<file path="config.mk">
export PLATFORM = sky130hd
export DESIGN_NAME = mc_control_unit
export DESIGN_NICKNAME = d
export VERILOG_FILES = /design/src/rtl/mc_control_unit.sv
export SDC_FILE = /design/constraint.sdc
export NUM_CORES = 1
export LEC_CHECK = 0
export CAP_MARGIN = 20
export CORE_ASPECT_RATIO = 1.75
export CORE_MARGIN = 3
export CORE_UTILIZATION = 37
export CTS_BUF_LIST = sky130_fd_sc_hd__clkbuf_2 sky130_fd_sc_hd__clkbuf_4 sky130_fd_sc_hd__clkbuf_8
export DETAILED_ROUTE_END_ITERATION = 7
export GPL_ROUTABILITY_DRIVEN = 1
export GPL_TIMING_DRIVEN = 0
export PLACE_DENSITY_LB_ADDON = 0.3
export SYNTH_ARGS = -nofsm -noshare
export SYNTH_HDL_FRONTEND = slang
export SYNTH_SLANG_ARGS = --single-unit
</file>
<file path="constraint.sdc">
create_clock -name clk -period 1.77 [get_ports clk]
set_clock_uncertainty 0.1 [all_clocks]
set_input_delay 0.2655 -clock clk [delete_from_list [all_inputs] [get_ports clk]]
set_output_delay 0.2655 -clock clk [all_outputs]
set_load 0.01 [all_outputs]
</file>
<file path="src/rtl/mc_control_unit.sv">
// Multicycle ARM-subset controller: decodes Instr, steps the FETCH..BRANCH FSM, owns NZCV flags.
// Latency FETCH->FETCH: LDR 5, STR/DP 4, B 3, undefined 2; no backpressure, advances every clock.
module mc_control_unit #(
    parameter logic [3:0] FLAGS_INIT = 4'b0000
) (
    input  logic        clk,
    input  logic        reset,
    input  logic [31:0] Instr,
    input  logic [3:0]  ALUflags,
    output logic        PCWrite,
    output logic        IRWrite,
    output logic        AdrSrc,
    output logic        MemWrite,
    output logic        RegWrite,
    output logic        ALUsrcA,
    output logic [1:0]  ALUsrcB,
    output logic [1:0]  ResultSrc,
    output logic [1:0]  ImmSrc,
    output logic [1:0]  RegSrc,
    output logic [1:0]  ALUcontrol,
    output logic [3:0]  FlagsQ,
    output logic [3:0]  State
);

    typedef enum logic [3:0] {
        S_FETCH    = 4'd0,
        S_DECODE   = 4'd1,
        S_MEMADR   = 4'd2,
        S_MEMREAD  = 4'd3,
        S_MEMWB    = 4'd4,
        S_MEMWRITE = 4'd5,
        S_EXECR    = 4'd6,
        S_EXECI    = 4'd7,
        S_ALUWB    = 4'd8,
        S_BRANCH   = 4'd9
    } state_t;

    state_t      r_state;
    state_t      w_state;
    logic [3:0]  r_flags;
    logic        r_cx;

    logic [1:0]  w_op;
    logic        w_imm;
    logic        w_sbit;
    logic        w_rd_pc;
    logic [1:0]  w_alu_op;
    logic        w_dp_ok;
    logic        w_nowrite;
    logic        w_logic_op;
    logic        w_cond_ok;
    logic        w_flag_wr;
    logic        w_n, w_z, w_c, w_v;
    logic        w_unused;

    assign w_op    = Instr[27:26];
    assign w_imm   = Instr[25];
    assign w_sbit  = Instr[20];
    assign w_rd_pc = (Instr[15:12] == 4'hF);
    assign {w_c, w_v, w_n, w_z} = r_flags;
    assign w_unused = ^{Instr[19:16], Instr[11:0]};

    always_comb begin
        w_alu_op   = 2'b00;
        w_dp_ok    = 1'b1;
        w_nowrite  = 1'b0;
        w_logic_op = 1'b0;
        case (Instr[24:21])
            4'b0100: w_alu_op = 2'b00;
            4'b0010: w_alu_op = 2'b01;
            4'b0000: begin w_alu_op = 2'b10; w_logic_op = 1'b1; end
            4'b1100: begin w_alu_op = 2'b11; w_logic_op = 1'b1; end
            4'b1010: begin w_alu_op = 2'b01; w_nowrite = 1'b1; end
            default: w_dp_ok = 1'b0;
        endcase
    end

    always_comb begin
        w_cond_ok = 1'b0;
        case (Instr[31:28])
            4'h0: w_cond_ok = w_z;
            4'h1: w_cond_ok = ~w_z;
            4'h2: w_cond_ok = w_c;
            4'h3: w_cond_ok = ~w_c;
            4'h4: w_cond_ok = w_n;
            4'h5: w_cond_ok = ~w_n;
            4'h6: w_cond_ok = w_v;
            4'h7: w_cond_ok = ~w_v;
            4'h8: w_cond_ok = w_c & ~w_z;
            4'h9: w_cond_ok = ~w_c | w_z;
            4'hA: w_cond_ok = (w_n == w_v);
            4'hB: w_cond_ok = (w_n != w_v);
            4'hC: w_cond_ok = ~w_z & (w_n == w_v);
            4'hD: w_cond_ok = w_z | (w_n != w_v);
            4'hE: w_cond_ok = 1'b1;
            default: w_cond_ok = 1'b0;
        endcase
    end

    // CMP always updates flags; otherwise only S-suffixed forms do.
    assign w_flag_wr = r_cx & (w_sbit | w_nowrite);

    always_ff @(posedge clk) begin
        if (reset) begin
            r_state <= S_FETCH;
            r_flags <= FLAGS_INIT;
            r_cx    <= 1'b0;
        end else begin
            case (r_state)
                S_FETCH:  r_state <= S_DECODE;
                S_DECODE: begin
                    r_cx <= w_cond_ok;
                    case (w_op)
                        2'b00:   r_state <= !w_dp_ok ? S_FETCH : (w_imm ? S_EXECI : S_EXECR);
                        2'b01:   r_state <= S_MEMADR;
                        2'b10:   r_state <= S_BRANCH;
                        default: r_state <= S_FETCH;
                    endcase
                end
                S_MEMADR:  r_state <= w_sbit ? S_MEMREAD : S_MEMWRITE;
                S_MEMREAD: r_state <= S_MEMWB;
                S_EXECR, S_EXECI: begin
                    r_state <= S_ALUWB;
                    if (w_flag_wr) begin
                        if (w_logic_op)
                            r_flags[1:0] <= ALUflags[1:0];
                        else
                            r_flags <= ALUflags;
                    end
                end
                default: r_state <= S_FETCH;
            endcase
        end
    end

    // During reset the selects already look like FETCH so the first real cycle is clean.
    assign w_state = reset ? S_FETCH : r_state;
    assign State   = w_state;
    assign FlagsQ  = r_flags;
    assign ImmSrc  = w_op;
    assign RegSrc  = {(w_op == 2'b01) & ~w_sbit, (w_op == 2'b10)};

    always_comb begin
        PCWrite    = 1'b0;
        IRWrite    = 1'b0;
        AdrSrc     = 1'b0;
        MemWrite   = 1'b0;
        RegWrite   = 1'b0;
        ALUsrcA    = 1'b0;
        ALUsrcB    = 2'b00;
        ResultSrc  = 2'b00;
        ALUcontrol = 2'b00;
        case (w_state)
            S_FETCH: begin
                IRWrite   = 1'b1;
                PCWrite   = 1'b1;
                ALUsrcA   = 1'b1;
                ALUsrcB   = 2'b10;
                ResultSrc = 2'b10;
            end
            S_DECODE: begin
                ALUsrcA   = 1'b1;
                ALUsrcB   = 2'b10;
                ResultSrc = 2'b10;
            end
            S_MEMADR:  ALUsrcB = 2'b01;
            S_MEMREAD: AdrSrc = 1'b1;
            S_MEMWRITE: begin
                AdrSrc   = 1'b1;
                MemWrite = r_cx;
            end
            S_MEMWB: begin
                ResultSrc = 2'b01;
                RegWrite  = r_cx;
                PCWrite   = r_cx & w_rd_pc;
            end
            S_EXECR: ALUcontrol = w_alu_op;
            S_EXECI: begin
                ALUsrcB    = 2'b01;
                ALUcontrol = w_alu_op;
            end
            S_ALUWB: begin
                RegWrite = r_cx & ~w_nowrite;
                PCWrite  = r_cx & ~w_nowrite & w_rd_pc;
            end
            S_BRANCH: begin
                ALUsrcB   = 2'b01;
                ResultSrc = 2'b10;
                PCWrite   = r_cx;
            end
            default: ;
        endcase
        if (reset) begin
            PCWrite  = 1'b0;
            IRWrite  = 1'b0;
            MemWrite = 1'b0;
            RegWrite = 1'b0;
        end
    end

endmodule

</file>
## Word level (Yosys, flattened, before mapping)

Index checks and enable logic that the tools add are counted.

| storage, ports and cells | value |
|---|---|
| bits in registers | 9 |
| bits of input ports | 38 |
| output and inout port bits | 24 |
| logic and storage cells | 98 |

| operators by class | value |
|---|---|
| eq/ne operators | 37 |
| muxes and demuxes | 24 |
| bitwise gates (word level) | 17 |
| reduce and logical (&&, ||, !) cells | 16 |

Operators with widths:

| cell | number |
|---|---|
| == test 4 bit, second input constant | 12 |
| == test 4 x 3 -> 1 bit, second input constant | 11 |
| == test 4 x 2 -> 1 bit, second input constant | 7 |
| case mux 4 bit (5 select lines) | 1 |
| zero test 4 bit | 4 |
| case mux 1 bit (15 select lines) | 1 |
| == test 4 x 1 -> 1 bit, second input constant | 3 |
| two-way mux 1 bit | 12 |
| case mux 4 bit (3 select lines) | 1 |
| OR reduction 2 bit | 6 |
| case mux 2 bit (2 select lines) | 2 |
| AND 1 bit | 7 |
| inverter 1 bit | 7 |
| two-way mux 3 bit | 2 |
| case mux 2 bit (3 select lines) | 1 |
| OR reduction 3 bit | 2 |
| OR reduction 5 bit | 1 |
| two-way mux 4 bit | 1 |
| case mux 1 bit (4 select lines) | 1 |
| OR 1 bit | 3 |
| AND reduction 3 bit | 1 |
| == test 2 x 1 -> 1 bit, second input constant | 1 |
| == test 2 bit, second input constant | 1 |
| zero test 2 bit | 1 |
| 5 further kinds | 5 |

## Logic depth before layout (Yosys ltp)

| depth | value |
|---|---|
| depth after elaboration | 7 |
| gate-level depth with buffers | 5 |

## Worst setup path before layout

OpenSTA, ideal clock, no wires.

| path | value |
|---|---|
| kind | register -> output |
| from | register r_state[3] |
| to | output PCWrite |
| arrival | 1.506 ns |
| data required time | 1.405 ns |
| path slack | -0.101 ns |
| stages on the path, launching flop included | 6 |
| path buffers | 1 |
| cells stage by stage | dfxtp_1 -> buf_4 -> inv_1 -> or3_4 -> a2111oi_4 -> a32o_1 |

| between the ends | value |
|---|---|
| longest elaborated chain between the ends | 4 |
| elaborated cells between the ends (all ways) | 7 |
| those cells by class | eq/ne: 3; mux: 3; reduce/logical: 1 |

RTL lines:

| item | line | RTL |
|---|---|---|
| from (decl) | 38 | `state_t r_state;` |
| from (signal assigned) | 114 | `2'b00: r_state <= !w_dp_ok ? S_FETCH : (w_imm ? S_EXECI : S_EXECR);` |
| from (signal assigned) | 120 | `S_MEMADR: r_state <= w_sbit ? S_MEMREAD : S_MEMWRITE;` |
| two-way mux 4 bit (*) | 137 | `assign w_state = reset ? S_FETCH : r_state;` |
| == test 4 bit, or another cell as far along | 153 | `case (w_state)` |
| case mux 1 bit (4 select lines) (*) | 153 |  |
| two-way mux 1 bit (*) | 193 | `if (reset) begin` |
| to (decl) | 10 | `output logic PCWrite,` |

Mark *: on every way between the ends. The rest lies on a longest branch, timed or not.

## Worst setup path after layout

Ends and elaborated chain as after synthesis.

==> results.rst <==
.. list-table::
   :header-rows: 1

   * - Metric
     - Value
   * - Run status
     - finished, violations left
   * - Violated checks
     - negative setup slack
   * - Leading cell type in the layout, fill and taps excluded
     - sky130_fd_sc_hd__clkdlybuf4s50_1
   * - Combinational cell fraction of total power
     - 0.343
   * - Clock latency reported for the late side of the worst-skew pair
     - 0.23 ns
   * - Net switching share of the total power
     - 0.287
   * - Sequential fraction of design power
     - 0.314
   * - Avg Vias per Cell
     - 5.76
   * - Peak supply drop
     - 0.352 mV
   * - Synthesis warning total
     - 0
   * - Arrival time reported for the critical path endpoint
     - 1.60 ns
   * - Class of the most critical hold timing path
     - in2reg
   * - Post-synthesis mux area share
     - 0.0648
   * - Largest family of logic cells by synthesized area
     - simple AND/OR/NAND/NOR gates
   * - Clock transition at path regs
     - around 0.040 ns
   * - Post-synth net total
     - ~170
   * - Placed Area
     - between 1000 and 1500 um^2
   * - Net Switching
     - just over 200 uW
   * - CP peak stage delay
     - roughly 0.37 ns
   * - Global-route usage over all layers
     - 0.213
   * - Post-synthesis cell area
     - 946 um^2
   * - Total wire length
     - 3160 um
   * - Capture instance of the worst register-to-register path
     - r_cx$_SDFFE_PP0P_
   * - Post-Layout Inst Area
     - 1540 um^2
   * - Core Area
     - 2360 um^2
   * - Worst-case hold slack
     - 0.392 ns
   * - MaxCap Viol Count
     - 0
   * - Total number of vias
     - 1,175
   * - Design internal power
     - 512 uW
   * - R2r startpoint
     - r_state[2]$_SDFF_PP0_
   * - Worst Reg2Reg Path Length in Cells
     - 5
   * - Sum of net half-perimeters after detailed placement
     - 2330 um
   * - Wire length of the first global-routing pass
     - 5350 um
   * - Synth cell types
     - 43
   * - Setup TNS Final
     - -0.295 ns
   * - Placer Congestion
     - 0.796
   * - Antenna diode instance count
     - 0
   * - Fraction of the mapped netlist area in compound gates
     - 0.190
   * - Number of synthesized register bits
     - 9
   * - CTS root buffer
     - sky130_fd_sc_hd__clkbuf_8
   * - Total number of placement rows
     - 23
   * - Beginning of the worst hold path
     - Instr[29]
   * - Number of routed nets with antenna violations
     - 0
   * - Static leakage
     - 0.000694 uW
   * - Final hold violations
     - 0
   * - Top cell type by total area after synthesis
     - sky130_fd_sc_hd__dfxtp_1
   * - TritonCTS buffer count
     - 3
   * - Buffers on Ports
     - 44
   * - Endpoint of the worst hold-timing path
     - r_cx$_SDFFE_PP0P_
   * - Wire per inst
     - between 15 and 20 um
   * - First-pass detailed-route iteration total
     - 4
   * - Clock group share of total power
     - 0.342
   * - Adder-cell share of the synthesized area
     - 0
   * - I/O Pins
     - 62
   * - Syn_area_per_cell
     - 7.45 um^2
   * - # nets final
     - 218
   * - Leading post-synthesis cells by cell area
     - sky130_fd_sc_hd__dfxtp_1, sky130_fd_sc_hd__mux2i_1, sky130_fd_sc_hd__nor2_1, sky130_fd_sc_hd__a21oi_1, sky130_fd_sc_hd__nand2_1
   * - WS Path Type
     - reg2out
   * - H-Tree Depth
     - 1
   * - Final setup margin
     - -0.191 ns
   * - Worst Path Max Fanout
     - 4
   * - Critical Path Sink Type
     - output port
   * - Die Y-Extent
     - between 70 and 80 um
   * - Portion of synthesized cell area occupied by the leading cell type
     - 0.190
   * - Fraction of final layout cells with drive strength greater than 1
     - 0.296
   * - Portion of the post-synthesis area used by sequential elements
     - 0.190
   * - Clock Tree Buf Depth
     - 2
   * - Number of clock sinks seen by CTS
     - 9
   * - Width of the chip
     - 44.2 um
   * - Areal power density over the cells
     - around 460 nW/um^2
   * - Post-route minimum period
     - 1.96 ns
   * - Cell with the largest stage delay on the worst path
     - sky130_fd_sc_hd__dfxtp_4
   * - Startpoint kind of the worst setup timing path
     - flop
   * - Post-synthesis share of cell area spent on and, or, nand and nor gates
     - 0.435
   * - Worst Hold Path Cells
     - 3
   * - Worst slew margin relative to its limit
     - 0.684
   * - Maximum number of pins on one net before global-route repair
     - 11
   * - DRT iter0 DRCs
     - 16
   * - Chain of cells forming the critical path
     - inv_4, or3_4, a2111oi_4, a32o_2, buf_6
   * - Cell family contributing the most delay on the critical path
     - compound AO/OA/AOI/OAI gates
   * - Vias in the first global route
     - between 1,000 and 1,500
   * - Remaining DRCs
     - 0
   * - Worst reg2reg setup slack
     - ~0.11 ns
   * - Starting density of the core
     - 0.401
   * - Total congestion overflow after global routing
     - 0
   * - Max Fclk
     - 510 MHz
   * - Ratio of final minimum period to clock period
     - 1.11
   * - Post-synthesis share of cell area spent on xor and xnor gates
     - 0.0370
   * - Most used cells in the layout excluding fill and tap cells
     - sky130_fd_sc_hd__clkdlybuf4s50_1, sky130_fd_sc_hd__nor2_1, sky130_fd_sc_hd__buf_4, sky130_fd_sc_hd__dlygate4sd2_1, sky130_fd_sc_hd__a21oi_1
   * - TritonCTS clock tree
     - done
   * - Crit path required time
     - 1.40 ns
   * - Final slew viol count
     - 0
   * - Final setup viols
     - 2
   * - Initial antenna violation count
     - 0
   * - Area enclosed by the die boundary
     - 3220 um^2
   * - Slew at the pin closest to its max-slew limit
     - 0.468 ns
   * - Number of standard cells after synthesis
     - 127
   * - Post-route core utilization
     - 0.654
   * - Synth-to-Final Area Change
     - 63.2%
   * - Number of buffers and inverters on the critical path
     - 2
   * - Setup repair after global routing missed its margin
     - yes
## area by class of cell
cell class                 instances  area (um^2)
fill                             214          816
buffer                            10         90.1
inverter                           6         25.0
timing repair buffer              49          422
multi-input combinational        101          738
clock buffer                       4         48.8
tap                               25         31.3
sequential                         9          189
## cells in the mapped netlist
cell type / count
sky130_fd_sc_hd__nand4bb_1: 1
sky130_fd_sc_hd__nand2b_1: 3
sky130_fd_sc_hd__xor2_1: 3
sky130_fd_sc_hd__buf_2: 2
sky130_fd_sc_hd__and3_1: 4
sky130_fd_sc_hd__and2_1: 1
sky130_fd_sc_hd__and4_1: 3
sky130_fd_sc_hd__nor2b_1: 3
sky130_fd_sc_hd__nor3_1: 5
sky130_fd_sc_hd__o22ai_1: 2
sky130_fd_sc_hd__or2_2: 1
sky130_fd_sc_hd__nand2_1: 8
sky130_fd_sc_hd__o22a_1: 1
sky130_fd_sc_hd__o221ai_1: 2
sky130_fd_sc_hd__mux2_2: 1
sky130_fd_sc_hd__or3_1: 3
sky130_fd_sc_hd__and4b_1: 1
sky130_fd_sc_hd__o21ai_0: 4
sky130_fd_sc_hd__or4b_1: 1
sky130_fd_sc_hd__clkbuf_1: 6
sky130_fd_sc_hd__nor4b_1: 3
sky130_fd_sc_hd__buf_4: 3
sky130_fd_sc_hd__or3b_2: 1
sky130_fd_sc_hd__mux2i_1: 5
sky130_fd_sc_hd__nor4bb_1: 1
sky130_fd_sc_hd__inv_1: 6
sky130_fd_sc_hd__or4bb_1: 2
sky130_fd_sc_hd__a2111oi_4: 1
sky130_fd_sc_hd__a31oi_1: 2
sky130_fd_sc_hd__nor4_1: 4
sky130_fd_sc_hd__nand4b_1: 1
sky130_fd_sc_hd__or3_4: 1
sky130_fd_sc_hd__a211oi_1: 1
sky130_fd_sc_hd__nand3_1: 2
sky130_fd_sc_hd__a21oi_1: 8
sky130_fd_sc_hd__dfxtp_1: 9
sky130_fd_sc_hd__a32o_1: 1
sky130_fd_sc_hd__nor2_1: 12
sky130_fd_sc_hd__o211ai_1: 2
sky130_fd_sc_hd__xnor2_1: 1
sky130_fd_sc_hd__nor3b_1: 2
sky130_fd_sc_hd__o311ai_0: 1
sky130_fd_sc_hd__nand3b_1: 3
## power groups by stage
stage / sequential, uW / clock, uW / combinational (uW)
after floorplan: 224 / 0 / 120
after global placement: 226 / 0 / 229
after detailed placement: 227 / 0 / 233
after CTS: 224 / 252 / 247
after global routing: 227 / 263 / 269
final: 225 / 246 / 246
## worst reg2reg max path, stage by stage, from the launching register on
cell and delay [ns]:
sky130_fd_sc_hd__dfxtp_1 0.34, sky130_fd_sc_hd__clkbuf_8 0.18, sky130_fd_sc_hd__nor4b_1 0.47, sky130_fd_sc_hd__nor2_1 0.08, sky130_fd_sc_hd__nor4_1 0.24, sky130_fd_sc_hd__a31oi_1 0.12
## kinds of logic (layout without fill, tap and decap cells)
logic type                after synthesis  in the layout
AOI/OAI and AO/OA                      25             25
buffers and inverters                  17             69
muxes                                   6              6
xor gates and xnor gates                4              4
DFF                                     9              9
and+or+nand+nor                        66             66
## metal layers
metal / track usage / part of all wire / up-vias
met5: 0 / 0 / -
met4: 0.101 / 0.020 / 0
met3: 0.0148 / 0.059 / 8
met2: 0.424 / 0.59 / 46
met1: 0.206 / 0.33 / 544
li1: - / - / 577
## repair_timing
| action | CTS | global route |
|---|---|---|
| pin swaps | 6 | 4 |
| hold buffers | 0 | 0 |
| endpoints found under the setup margin | 24 | 13 |
| buffers inserted | 5 | 0 |
| resized for setup | 84 | 19 |
| gates cloned | 0 | 0 |
## flip-flops by register name, indices dropped and copies added, names as in the netlist
name     cells
r_cx         1
FlagsQ       4
r_state      4
## worst max-delay path by stage
stage                                      from      end  slack (ns)  depth (start not counted)
after floorplan           r_state[3]$_SDFF_PP0_  PCWrite       0.001                          5
after global placement                Instr[23]  PCWrite       -0.93                          6
after detailed placement              Instr[23]  PCWrite       -0.94                          6
after CTS                 r_state[3]$_SDFF_PP0_  PCWrite       -0.33                          6
after global routing      r_state[3]$_SDFF_PP0_  PCWrite       -0.28                          5
final                     r_state[3]$_SDFF_PP0_  PCWrite       -0.19                          5
## through the flow
| stage | total power (uW) | worst slack, ns | instances |
|---|---|---|---|
| 6_report | 717 | -0.191 | 204 |
| 5_1_grt | 759 | -0.275 | 204 |
| 4_1_cts | 723 | -0.325 | 205 |
| 3_5_place_dp | 460 | -0.936 | 196 |
| 3_3_place_gp | 456 | -0.925 | 196 |
| 2_1_floorplan | 343 | 0.00125 | 127 |
Power figures use the tool's default switching activity.
